<file path="config.mk">
export PLATFORM = sky130hd
export DESIGN_NAME = round_stage_pipe
export DESIGN_NICKNAME = d
export VERILOG_FILES = /design/src/rtl/vfpu_round_pkg.sv /design/src/rtl/round_incr.sv /design/src/rtl/round_stage_pipe.sv
export SDC_FILE = /design/constraint.sdc
export NUM_CORES = 1
export LEC_CHECK = 0
export ABC_CLOCK_PERIOD_IN_PS = 4900
export BUFFER_PORTS_ARGS = -buffer_cell sky130_fd_sc_hd__buf_2
export CORE_MARGIN = 10
export CORE_UTILIZATION = 50
export CTS_CLUSTER_SIZE = 8
export DETAILED_ROUTE_END_ITERATION = 6
export PLACE_DENSITY = 0.73
export SLEW_MARGIN = 5
export SYNTH_ARGS = -nofsm -noshare
export SYNTH_HDL_FRONTEND = slang
export SYNTH_SLANG_ARGS = --single-unit
</file>
<file path="constraint.sdc">
create_clock -name clk -period 4.9 [get_ports clk]
set_input_delay 0.245 -clock clk [delete_from_list [all_inputs] [get_ports clk]]
set_output_delay 0.245 -clock clk [all_outputs]
set_load 0.05 [all_outputs]
</file>
<file path="src/rtl/vfpu_round_pkg.sv">
// Shared rounding-mode encodings and exponent constants for the vfpu rounding/packing logic.
package vfpu_round_pkg;

    localparam logic [2:0] RM_RNE = 3'd0;
    localparam logic [2:0] RM_RTZ = 3'd1;
    localparam logic [2:0] RM_RDN = 3'd2;
    localparam logic [2:0] RM_RUP = 3'd3;
    localparam logic [2:0] RM_RMM = 3'd4;

    function automatic int calc_bias(input int exp_w);
        return (32'sd1 <<< (exp_w - 32'sd1)) - 32'sd1;
    endfunction

    function automatic int calc_exp_inf(input int exp_w);
        return (32'sd1 <<< exp_w) - 32'sd1;
    endfunction

    function automatic int calc_exp_max_finite(input int exp_w);
        return (32'sd1 <<< exp_w) - 32'sd2;
    endfunction

endpackage

</file>
<file path="src/rtl/round_incr.sv">
// Round-increment decision from rounding mode, sign, result LSB and guard/round/sticky bits.
module round_incr
    import vfpu_round_pkg::*;
(
    input  logic [2:0] rmode,
    input  logic       sign,
    input  logic       lsb,
    input  logic [2:0] grs,
    output logic       inc
);

    logic nx_s;

    // Increment select; unused encodings fall back to round-to-nearest-even
    always_comb begin
        nx_s = |grs;
        case (rmode)
            RM_RNE:  inc = grs[2] & (grs[1] | grs[0] | lsb);
            RM_RTZ:  inc = 1'b0;
            RM_RDN:  inc = nx_s & sign;
            RM_RUP:  inc = nx_s & ~sign;
            RM_RMM:  inc = grs[2];
            default: inc = grs[2] & (grs[1] | grs[0] | lsb);
        endcase
    end

endmodule

</file>
<file path="src/rtl/round_stage_pipe.sv">
// Two-stage FP round-and-pack pipeline with valid/ready handshake between normaliser and writeback FIFO.
module round_stage_pipe
    import vfpu_round_pkg::*;
#(
    parameter int EXP_W = 8,
    parameter int MAN_W = 23,
    parameter int TAG_W = 4
) (
    input  logic                     clk,
    input  logic                     rst,
    input  logic                     in_valid,
    output logic                     in_ready,
    input  logic                     nj_mode,
    input  logic [2:0]               rmode,
    input  logic                     s_final,
    input  logic [EXP_W+1:0]         exp_norm,
    input  logic [MAN_W+3:0]         frac_inter_norm,
    input  logic                     denorm_m,
    input  logic                     zero_m,
    input  logic [TAG_W-1:0]         tag_in,
    output logic                     out_valid,
    input  logic                     out_ready,
    output logic [EXP_W+MAN_W:0]     res,
    output logic                     flag_of,
    output logic                     flag_uf,
    output logic                     flag_nx,
    output logic [TAG_W-1:0]         tag_out
);

    localparam logic [EXP_W+1:0] BIAS      = (EXP_W+2)'(calc_bias(EXP_W));
    localparam logic [EXP_W+1:0] EXP_INF_W = (EXP_W+2)'(calc_exp_inf(EXP_W));
    localparam logic [EXP_W-1:0] EXP_MAXF  = EXP_W'(calc_exp_max_finite(EXP_W));

    logic s1_adv_s, s2_adv_s;
    logic [MAN_W:0]   frac_z1_s;
    logic [2:0]       grs_s;
    logic             inc_s;
    logic [MAN_W+1:0] sum_s;

    logic                 s1_valid_r, s1_sign_r, s1_carry_r, s1_nx_r;
    logic                 s1_denorm_r, s1_zero_r, s1_nj_r;
    logic [EXP_W+1:0]     s1_exp_r;
    logic [MAN_W:0]       s1_frac_r;
    logic [2:0]           s1_rmode_r;
    logic [TAG_W-1:0]     s1_tag_r;

    logic signed [EXP_W+1:0] e_s;
    logic                    ovf_s, ovf_max_s;
    logic [EXP_W+MAN_W:0]    res_nxt_s;
    logic                    of_nxt_s, uf_nxt_s, nx_nxt_s;

    logic                    out_valid_r, of_r, uf_r, nx_r;
    logic [EXP_W+MAN_W:0]    res_r;
    logic [TAG_W-1:0]        tag_r;

    assign s2_adv_s = ~out_valid_r | out_ready;
    assign s1_adv_s = ~s1_valid_r | s2_adv_s;
    assign in_ready = s1_adv_s;

    assign frac_z1_s = frac_inter_norm[MAN_W+3:3];
    assign grs_s     = frac_inter_norm[2:0];

    round_incr u_round_incr (
        .rmode (rmode),
        .sign  (s_final),
        .lsb   (frac_z1_s[0]),
        .grs   (grs_s),
        .inc   (inc_s)
    );

    assign sum_s = {1'b0, frac_z1_s} + {{(MAN_W+1){1'b0}}, inc_s};

    // Stage 1: capture rounded fraction and operation context
    always_ff @(posedge clk or posedge rst) begin
        if (rst) begin
            s1_valid_r  <= 1'b0;
            s1_sign_r   <= 1'b0;
            s1_exp_r    <= '0;
            s1_frac_r   <= '0;
            s1_carry_r  <= 1'b0;
            s1_nx_r     <= 1'b0;
            s1_denorm_r <= 1'b0;
            s1_zero_r   <= 1'b0;
            s1_nj_r     <= 1'b0;
            s1_rmode_r  <= 3'd0;
            s1_tag_r    <= '0;
        end else if (s1_adv_s) begin
            s1_valid_r  <= in_valid;
            s1_sign_r   <= s_final;
            s1_exp_r    <= exp_norm;
            s1_frac_r   <= sum_s[MAN_W:0];
            s1_carry_r  <= sum_s[MAN_W+1];
            s1_nx_r     <= |grs_s;
            s1_denorm_r <= denorm_m;
            s1_zero_r   <= zero_m;
            s1_nj_r     <= nj_mode;
            s1_rmode_r  <= rmode;
            s1_tag_r    <= tag_in;
        end
    end

    // Biased exponent and overflow detect; a denormal rounding into the hidden bit becomes the smallest normal
    always_comb begin
        if (s1_denorm_r) begin
            e_s = $signed({{(EXP_W+1){1'b0}}, s1_carry_r | s1_frac_r[MAN_W]});
        end else begin
            e_s = $signed(s1_exp_r) + $signed(BIAS) + $signed({{(EXP_W+1){1'b0}}, s1_carry_r});
        end
        ovf_s = ~s1_denorm_r & (e_s >= $signed(EXP_INF_W));
    end

    // Overflow saturates to max-finite when the mode rounds toward zero for this sign
    always_comb begin
        case (s1_rmode_r)
            RM_RTZ:  ovf_max_s = 1'b1;
            RM_RDN:  ovf_max_s = ~s1_sign_r;
            RM_RUP:  ovf_max_s = s1_sign_r;
            default: ovf_max_s = 1'b0;
        endcase
    end

    // Result packing in priority order: zero, flushed denormal, overflow, normal/denormal
    always_comb begin
        res_nxt_s = '0;
        of_nxt_s  = 1'b0;
        uf_nxt_s  = 1'b0;
        nx_nxt_s  = 1'b0;
        if (s1_zero_r) begin
            res_nxt_s = '0;
        end else if (s1_nj_r & s1_denorm_r) begin
            res_nxt_s = {s1_sign_r, {(EXP_W+MAN_W){1'b0}}};
            uf_nxt_s  = 1'b1;
            nx_nxt_s  = 1'b1;
        end else if (ovf_s) begin
            of_nxt_s = 1'b1;
            nx_nxt_s = 1'b1;
            if (ovf_max_s) begin
                res_nxt_s = {s1_sign_r, EXP_MAXF, {MAN_W{1'b1}}};
            end else begin
                res_nxt_s = {s1_sign_r, {EXP_W{1'b1}}, {MAN_W{1'b0}}};
            end
        end else begin
            res_nxt_s = {s1_sign_r, e_s[EXP_W-1:0], s1_frac_r[MAN_W-1:0]};
            nx_nxt_s  = s1_nx_r;
            uf_nxt_s  = s1_denorm_r & s1_nx_r;
        end
    end

    // Stage 2: output registers, held while downstream stalls
    always_ff @(posedge clk or posedge rst) begin
        if (rst) begin
            out_valid_r <= 1'b0;
            res_r       <= '0;
            of_r        <= 1'b0;
            uf_r        <= 1'b0;
            nx_r        <= 1'b0;
            tag_r       <= '0;
        end else if (s2_adv_s) begin
            out_valid_r <= s1_valid_r;
            if (s1_valid_r) begin
                res_r <= res_nxt_s;
                of_r  <= of_nxt_s;
                uf_r  <= uf_nxt_s;
                nx_r  <= nx_nxt_s;
                tag_r <= s1_tag_r;
            end
        end
    end

    assign out_valid = out_valid_r;
    assign res       = res_r;
    assign flag_of   = of_r;
    assign flag_uf   = uf_r;
    assign flag_nx   = nx_r;
    assign tag_out   = tag_r;

endmodule

</file>
==> metrics.txt, run 1 <==
status=finished clean; Clock Pin Slew Worst Setup and Hold Paths=about 0.080 ns; Port Buf Inserts=92; Pre-antenna DRT Iters=4; Core Area=0.00818 mm2; P_leak=approximately 2.3 nW; Final ANT Viol Nets=0; Max Clk Rate=about 310 MHz; Final Hold Fails=0; DP Worst Slack=approximately 1.6 ns; GRT Util Overall=between 10% and 20%; Worst Setup End Kind=flop; Finished Core Util=between 60% and 70%; Buf/Inv on CP=1; Worst Hold Class=input pin to flop; CTS Buffer Depth=2; Initial DRC Count=roughly 170; effective utilization at floorplan=between 50% and 60%; vias in the first global route=approximately 3,500; slew margin rel.=28.1%; DP Area=between 0.004 and 0.005 mm2; register bit count reported by yosys=88; Layout Skew=between 0.007 and 0.008 ns; Final Cycle Share=between 60% and 70%; fin. max-slew vios=0; Logic pwr share=between 30 and 40%; RSZ-0062 raised after global routing=false; Setup Viol. Count Final=0; dpl cells=around 610; reg2reg end=res[22]; kind of critical path=flop to flop; VDD IR max=roughly 210 uV; Site Rows=33; area delta synth->final=17.7%; net count reported at finish=approximately 570; H-tree levels=3; I/O pins=just over 90; via/cell ratio=between 5 and 6; die area=around 0.012 mm2; Slew @ Worst Pin=about 1.1 ns; critical path fanouts, max=23; Cell Chain, Critical Path=inv_1 -> ha_1 -> ha_1 -> or4b_2 -> mux2i_1 -> o21a_1 -> o21a_1 -> o31ai_4 -> o21ai_0; crit path from=s1_carry_r; CP max stage delay=approximately 0.74 ns; switching share of total power=between 30% and 40%; Cell Pwr Density=roughly 400 mW/mm2; Syn Std Cell Area=between 0.004 and 0.005 mm2; TritonCTS clock tree=done; Syn Inst Count=approximately 430; clock network power share=23.6%; total power=roughly 2 mW; max-cap viol count=0; WL final=9780 um; CP top delay family=compound AO/OA/AOI/OAI gates; internal power=between 1 and 1.5 mW; Seq pwr share=45.7%; first-pass GRT wire length=between 15,000 and 20,000 um; # fillers=730; gpl congestion=0.873; root cell of the clock tree=clkbuf_8; mean routed wirelength per cell=between 15 and 20 um; startpoint types=flop; initial antenna violation count=0; largest net degree at the start of global routing=59; CP arrival=3.44 ns; crit path time final=3.26 ns; setup tns final=0 ns; synth unique cells=38; switching pwr=between 700 and 800 uW; via count=3,360; worst r2r src=s1_carry_r; detailed-placement wirelength estimate=approximately 7200 um; WP depth=9; Sink Count=about 90; overflow left after global routing=0; Remaining DRCs=0; Yosys warnings=0; Die H=111 um; share of cells above drive strength 1=around 28%; Critical Path End=res[22]; Worst Path Required=roughly 5.1 ns; Finished Cell Area=slightly below 0.005 mm2; worst-skew pair later-pin latency=between 0.3 and 0.4 ns; CP max-delay cell=o31ai_4; FF-to-FF setup slack=between 1.5 and 2 ns; R2R cell count=9; # diodes=0; die outline width=111 um; total CTS buffers=9; WHS=0.0879 ns; Finished Layout Cells=between 600 and 700; Mapped Nets=a little under 500; Post-CTS Resized=0; Mean Syn Cell Area=9.79 um2; PnR worst setup slack=1.64 ns; sequential area share after synthesis=a little over half
[Yosys cell counts]
cell,instances,area [um2]
dfrtp_1,88,2200
a21oi_1,59,295
nand2_1,53,199
nor2_1,34,128
o21ai_0,32,160
mux2_2,25,282
xor2_1,14,123
clkbuf_1,13,48.8
o21ai_1,13,65.1
xnor2_1,12,105
nand3_1,10,50.1
inv_1,7,26.3
nand2b_1,7,43.8
and3_1,6,37.5
buf_2,6,30.0
nor3_1,6,30.0
ha_1,4,50.1
nand4_1,4,25.0
nor2b_1,4,25.0
mux2i_1,3,30.0
or2_2,3,18.8
or3_1,3,18.8
and4_1,2,17.5
buf_6,2,22.5
o211ai_1,2,15.0
o21a_1,2,15.0
o31ai_1,2,15.0
a2111oi_0,1,8.76
a221oi_1,1,8.76
a31oi_1,1,6.26
buf_1,1,3.75
clkbuf_2,1,5.00
nand3b_1,1,7.51
nor3b_1,1,7.51
o311a_1,1,10.0
o31ai_4,1,21.3
or4b_2,1,10.0
or4b_4,1,13.8
[layout make-up]
| cell class | count | area, um2 | area share (%) |
|---|---|---|---|
| tap | 105 | 131 | 2.67 |
| multi-input combinational | 309 | 1850 | 37.6 |
| clock buffer | 10 | 128 | 2.59 |
| timing repair buffer | 100 | 536 | 10.9 |
| clock inverter | 4 | 47.5 | 0.966 |
| inverter | 7 | 27.5 | 0.560 |
| sequential | 88 | 2200 | 44.8 |
[flip-flops by register name, indices dropped and copies added (netlist names), 3 cells and up]
name	flops
res	32
s1_frac_r	24
s1_exp_r	10
s1_tag_r	4
tag_out	4
s1_rmode_r	3
[cell families (layout without fill, tap and decap cells)]
family / Yosys count / count (layout) / synth area share [%]
simple gates: 136 / 136 / 15.1
compound gates: 115 / 115 / 14.8
flops: 88 / 88 / 52.7
buf+inv: 30 / 121 / 3.26
mux: 28 / 28 / 7.45
xor+xnor: 26 / 26 / 5.45
fa+ha+maj: 4 / 4 / 1.20
[worst min-delay path by stage]
stage | from | endpoint | slack [ns] | cells after the start
final | in_valid | s1_valid_r | 0.09 | 2
after global routing | in_valid | s1_valid_r | 0.07 | 2
after CTS | in_valid | s1_valid_r | 0.07 | 2
after detailed placement | rst | tag_out[2] | 0.29 | 2
after global placement | rst | tag_out[2] | 0.29 | 2
after floorplan | in_valid | s1_valid_r | 0.35 | 1
[power groups by stage]
stage	logic [mW]	clock network [mW]	registers [mW]
2_1_floorplan	0.227	0	1.13
4_1_cts	0.612	0.475	0.898
6_report	0.602	0.464	0.898
5_1_grt	0.655	0.502	0.914
3_3_place_gp	0.598	0	0.908
3_5_place_dp	0.609	0	0.912
[cells in the final DEF (no fill, tap or decap), types with 2 or more instances in the layout]
cell type | netlist | routed
a21oi_1 | 59 | 59
and3_1 | 6 | 6
and4_1 | 2 | 2
buf_2 | 6 | 92
buf_4 | 0 | 6
clkbuf_8 | 0 | 9
clkinv_2 | 0 | 3
dfrtp_1 | 88 | 88
ha_1 | 4 | 4
inv_1 | 7 | 6
mux2_2 | 25 | 25
mux2i_1 | 3 | 3
nand2_1 | 53 | 53
nand2b_1 | 7 | 7
nand3_1 | 10 | 10
nand4_1 | 4 | 4
nor2_1 | 34 | 34
nor2b_1 | 4 | 3
nor3_1 | 6 | 6
o211ai_1 | 2 | 2
o21a_1 | 2 | 2
o21ai_0 | 32 | 32
o21ai_1 | 13 | 12
o31ai_1 | 2 | 2
or2_2 | 3 | 3
or3_1 | 3 | 3
xnor2_1 | 12 | 12
xor2_1 | 14 | 14
[layer usage]
layer	vias to the layer above	global-route usage (%)	routed length (um)
li1	1644	-	-
met1	1621	19.0	4260
met2	79	26.8	4940
met3	16	2.95	411
met4	0	6.34	172
met5	-	0	0
[repair_timing]
action                                 in CTS  in global routing
endpoints found under the hold margin      30                  0
setup buffers                               0                  0
setup endpoints to repair                   0                  0
hold buffers                                1                  0
No activity file was read; power rests on OpenSTA's default activity.
==> run 2: changes to the inputs <==
--- a/config.mk
+++ b/config.mk
@@ -5,13 +5,13 @@
 export SDC_FILE = /design/constraint.sdc
 export NUM_CORES = 1
 export LEC_CHECK = 0
-export ABC_CLOCK_PERIOD_IN_PS = 4900
+export ABC_CLOCK_PERIOD_IN_PS = 2800
 export BUFFER_PORTS_ARGS = -buffer_cell sky130_fd_sc_hd__buf_2
 export CORE_MARGIN = 10
-export CORE_UTILIZATION = 50
+export CORE_UTILIZATION = 49
 export CTS_CLUSTER_SIZE = 8
 export DETAILED_ROUTE_END_ITERATION = 6
-export PLACE_DENSITY = 0.73
+export PLACE_DENSITY = 0.74
 export SLEW_MARGIN = 5
 export SYNTH_ARGS = -nofsm -noshare
 export SYNTH_HDL_FRONTEND = slang
==> constraint.sdc (replaced) <==
create_clock -name clk -period 2.8 [get_ports clk]
set_input_delay 0.14 -clock clk [delete_from_list [all_inputs] [get_ports clk]]
set_output_delay 0.14 -clock clk [all_outputs]
set_load 0.05 [all_outputs]
==> run 2 against run 1 <==
  * Critical path depth is 1 higher
  * Clock skew is 0.0018 ns higher
  * Global-route usage rose by 0.33 points
  * Wire length rose by 9.0%
  * Non-clock buffer count grew 11
  * Final area increased by 3.8%
  * First-iteration DRC count is 1.1% higher
  * Register-to-register slack lost 1.5 ns
  * Worst setup slack got worse by 1.5 ns
  * Critical endpoint is now res[11]
  * Largest cell class unchanged
  * Largest power group unchanged
==> metrics.txt, run 2 (synthesized netlist as in run 1, its figures left out) <==
status=finished clean; I/O pins=just over 90; Finished Layout Cells=635; GRT Util Overall=between 15 and 20%; Worst Path Required=between 3 and 4 ns; Slew @ Worst Pin=around 0.84 ns; via count=~3,500; area of the multi-input gates=approximately 0.0019 mm2; crit path time final=2.69 ns; gpl congestion=0.870; setup tns final=0 ns; Cell Pwr Density=slightly below 700 mW/mm2; Layout Skew=0.00938 ns; commonest cells after routing, fill and taps aside=92 x buf_2, 88 x dfrtp_1, 59 x a21oi_1, 53 x nand2_1, 34 x nor2_1; Finished Cell Area=0.00510 mm2; worst-skew pair later-pin latency=between 0.3 and 0.4 ns; Final Cycle Share=a little over nine tenths; TritonCTS clock tree=done; Initial DRC Count=~180; RSZ-0062 raised after global routing=false; # fillers=736; root cell of the clock tree=clkbuf_8; Seq. cell area=0.00220 mm2; via/cell ratio=5.43; mean routed wirelength per cell=approximately 17 um; Worst Hold Class=input pin to flop; die outline width=approximately 110 um; commonest non-fill, non-tap cell in the layout=buf_2; effective utilization at floorplan=50.6%; CP arrival=2.93 ns; Pre-antenna DRT Iters=4; Die H=approximately 110 um; Port Buf Inserts=92; DP Area=roughly 0.0048 mm2; fin. max-slew vios=0; Site Rows=33; max reg flops=32; net count reported at finish=582; VDD IR max=slightly below 400 uV; WL final=roughly 11,000 um; Clock Pin Slew Worst Setup and Hold Paths=roughly 0.090 ns; P_leak=between 2 and 2.5 nW; vias in the first global route=approximately 3,600; detailed-placement wirelength estimate=between 7000 and 8000 um; initial antenna violation count=1; slew margin rel.=43.6%; Final Hold Fails=0; CTS Buffer Depth=2; first-pass GRT wire length=17,000 um; startpoint types=flop; die area=0.0126 mm2; Max Clk Rate=372 MHz; H-tree levels=3; total CTS buffers=9; max-cap viol count=0; Remaining DRCs=0; dpl cells=slightly above 600; critical path fanouts, max=11; area delta synth->final=22.1%; Sink Count=88; share of cells above drive strength 1=a little under a third; Core Area=slightly above 0.008 mm2; kind of critical path=flop to flop; Final ANT Viol Nets=0; overflow left after global routing=0; largest net degree at the start of global routing=52; Setup Viol. Count Final=0; Worst Setup End Kind=flop
==> run 2: layer usage <==
| layer | GRT usage, % | share of wire [%] |
|---|---|---|
| met4 | 5.41 | 1.7 |
| met1 | 19.5 | 44 |
| met2 | 27.3 | 49 |
| met3 | 3.62 | 4.9 |
| met5 | 0 | 0 |
==> run 2: stage by stage <==
| step | hold WS (ns) | total power [mW] | worst slack (ns) | util (%) |
|---|---|---|---|---|
| after global routing | 0.00552 | 3.73 | 0.0145 | 61.8 |
| after global placement | 0.286 | 2.65 | 0.113 | 57.9 |
| after detailed placement | 0.297 | 2.68 | -0.0106 | 57.9 |
| after floorplan | 0.248 | 2.37 | 0.203 | - |
| after CTS | 0.00444 | 3.54 | 0.122 | 60.5 |
| final | 0.0144 | 3.55 | 0.113 | 61.8 |
==> run 2: final timing paths <==
path	from	slack (ns)	depth (start not counted)	to
hold / removal	zero_m	0.01	3	s1_zero_r
setup reg to reg	s1_carry_r	0.11	10	res[11]
min in group asynchronous	rst	0.44	3	s1_frac_r[17]
hold reg to reg	res[25]	0.48	2	res[25]
max in group asynchronous	rst	1.68	4	res[26]
setup / recovery	s1_carry_r	0.11	10	res[11]
==> run 2: worst max-delay path, cell delays in order, from the launching register on <==
cell and delay (ns):
dfrtp_1 0.39, inv_2 0.09, ha_4 0.14, or4b_4 0.50, or3_4 0.35, o21a_1 0.23
o21a_1 0.22, o31ai_4 0.27, buf_6 0.16, clkbuf_16 0.16, o21ai_1 0.08
==> run 2: layout make-up <==
type                            instances  area share [%]
Antenna cell                            1          0.0490
Clock buffer                           11            2.77
Clock inverter                          3           0.858
Inverter                                7           0.539
Multi-Input combinational cell        309            36.9
Sequential cell                        88            43.1
Tap cell                              105            2.57
Timing Repair Buffer                  111            13.2
==> run 2: timing repair <==
item / CTS / global route
setup buffers: 0 / 3
cloned: 0 / 2
pin swaps: 0 / 3
gates resized for setup: 1 / 9
setup endpoints to repair: 6 / 18
endpoints found under the hold margin: 44 / 0
hold buffers: 2 / 0
==> run 2: where the power goes <==
| part | total [mW] | switching, mW | internal (mW) |
|---|---|---|---|
| Sequential | 1.57 | 0.119 | 1.45 |
| Clock | 0.860 | 0.432 | 0.428 |
| Combinational | 1.11 | 0.784 | 0.330 |
| Total | 3.55 | 1.33 | 2.21 |
==> run 3: changes to the inputs <==
==> constraint.sdc (replaced) <==
create_clock -name clk -period 2.8 [get_ports clk]
set_input_delay 0.84 -clock clk [delete_from_list [all_inputs] [get_ports clk]]
set_output_delay 0.84 -clock clk [all_outputs]
set_load 0.05 [all_outputs]
==> run 3 against run 2 <==
  * Via count rose by 0.55%
  * Combinational power barely moved
  * Clock-buffer cell count rose by 1
  * Die area did not move
  * Wire length fell by 1.9%
  * Clock power rose by 15%
  * First-iteration DRC count fell by 28%
  * Critical path type is now input pin to flop
==> metrics.txt, run 3 (synthesized netlist as in run 1, its figures left out) <==
via count=between 3,000 and 4,000; Worst Path Required=slightly above 3 ns; Remaining DRCs=0; CP max stage delay=around 0.4 ns; reg2reg end=res[5]; die outline width=112 um; CTS Buffer Depth=2; max-cap viol count=0; H-tree levels=3; die area=between 0.01 and 0.015 mm2; slew margin rel.=about 67%; overflow left after global routing=0; Die H=roughly 110 um; TritonCTS clock tree=done; root cell of the clock tree=clkbuf_8; largest net degree at the start of global routing=75; Final Hold Fails=0; CP max-delay cell=a2111oi_0; via/cell ratio=~5.4; Worst Setup End Kind=flop; Setup Viol. Count Final=0; worst r2r src=s1_carry_r; WHS Endpoint=res[8]; Cell Pwr Density=just over 700 mW/mm2; Final ANT Viol Nets=0; fin. max-slew vios=0; Sink Count=88; status=finished clean; WHS=roughly 0.48 ns; VDD IR max=about 350 uV; WL final=10,500 um; Port Buf Inserts=92; total CTS buffers=9; I/O pins=a little over 90; GRT Util Overall=16.3%; commonest cells after routing, fill and taps aside=92 x buf_2, 88 x dfrtp_1, 59 x a21oi_1, 53 x nand2_1, 34 x nor2_1; effective utilization at floorplan=50.6%; initial antenna violation count=1; area delta synth->final=24.7%; Max Clk Rate=approximately 370 MHz; FF-to-FF setup slack=about 0.13 ns; Core Area=0.00826 mm2; share of cells above drive strength 1=between 30% and 40%; DP Area=between 0.004 and 0.005 mm2; crit path time final=between 2 and 3 ns; Buf/Inv on CP=1; critical path fanouts, max=4; Pre-antenna DRT Iters=4; RSZ-0062 raised after global routing=false; gpl congestion=between 0.8 and 0.9; Layout Skew=~0.0083 ns; Worst Hold Launch=res[8]; commonest non-fill, non-tap cell in the layout=buf_2; Final Cycle Share=around 96%; hold depth=2; CP arrival=roughly 2.9 ns; P_leak=about 2.4 nW; vias in the first global route=~3,500; Initial DRC Count=127; worst-skew pair later-pin latency=between 0.3 and 0.4 ns; mean routed wirelength per cell=between 15 and 20 um; CP top delay family=simple AND/OR/NAND/NOR gates; startpoint types=input pin; first-pass GRT wire length=approximately 17,000 um; detailed-placement wirelength estimate=roughly 7600 um; Worst Hold Class=flop to flop; R2R cell count=10; hold-fix buffer count after cts=0; Clock Pin Slew Worst Setup and Hold Paths=roughly 0.09 ns; net count reported at finish=589; Cell Chain, Critical Path=buf_2 -> nor2_1 -> a2111oi_0 -> nor2_1 -> o21ai_0 -> nand2_1 -> ha_1 -> ha_1 -> nand2_1 -> nor3_2 -> and3_1 -> and3_1 -> xnor2_1 -> a21oi_1; max reg flops=32; kind of critical path=input pin to flop; Slew @ Worst Pin=0.492 ns; # fillers=roughly 720; Finished Cell Area=~0.0052 mm2; Site Rows=33
==> run 3: cell type report <==
| type | instances | area, um2 | area share (%) |
|---|---|---|---|
| Sequential cell | 88 | 2200 | 42.2 |
| Multi-Input combinational cell | 309 | 1880 | 36.1 |
| Timing Repair Buffer | 118 | 736 | 14.1 |
| Clock buffer | 12 | 155 | 2.98 |
| Tap cell | 105 | 131 | 2.52 |
| Clock inverter | 4 | 76.3 | 1.46 |
| Inverter | 7 | 30.0 | 0.576 |
| Antenna cell | 1 | 2.50 | 0.0480 |
==> run 3: layer usage <==
metal	wire (um)	up-vias	track usage, %
met5	0	-	0
li1	-	1689	-
met3	526	27	4.31
met4	304	0	7.45
met1	4680	1661	21.0
met2	4940	93	25.2
==> run 3: worst max-delay path by stage <==
stage,start,to,slack (ns),cells past startpoint
2_1_floorplan,rmode[0],s1_frac_r[23],0.03,11
3_3_place_gp,rmode[0],s1_frac_r[22],-0.18,14
3_5_place_dp,rmode[0],s1_frac_r[22],-0.25,13
4_1_cts,s1_carry_r,res[23],0.11,9
5_1_grt,rmode[0],s1_frac_r[22],0.01,14
6_report,rmode[0],s1_frac_r[22],0.12,14
==> run 3: power by group <==
group	switching, mW	internal (mW)	leakage [nW]
logic	0.794	0.345	1.23
clock network	0.437	0.554	0.113
registers	0.104	1.45	1.07
==> run 3: metrics by stage <==
| stage | cells | TNS (ns) | util (%) | power (mW) | worst slack, ns |
|---|---|---|---|---|---|
| floorplan | 427 | 0 | - | 2.37 | 0.0294 |
| global placement | 624 | -1.12 | 59.2 | 2.67 | -0.183 |
| detailed placement | 624 | -1.87 | 59.2 | 2.70 | -0.248 |
| CTS | 640 | 0 | 62.1 | 3.69 | 0.114 |
| global route | 644 | 0 | 63.1 | 3.88 | 0.0147 |
| finish | 644 | 0 | 63.1 | 3.69 | 0.121 |
==> run 3: tightest hold or removal path: stages (launching register included) <==
cell and delay [ns]:
dfrtp_1 0.35, nand2_1 0.05, o21ai_0 0.06
==> run 3: what timing repair did <==
item	4_1_cts	5_1_grt
buffers inserted	0	1
gates cloned	0	2
resized for setup	2	7
endpoints found under the setup margin	18	26
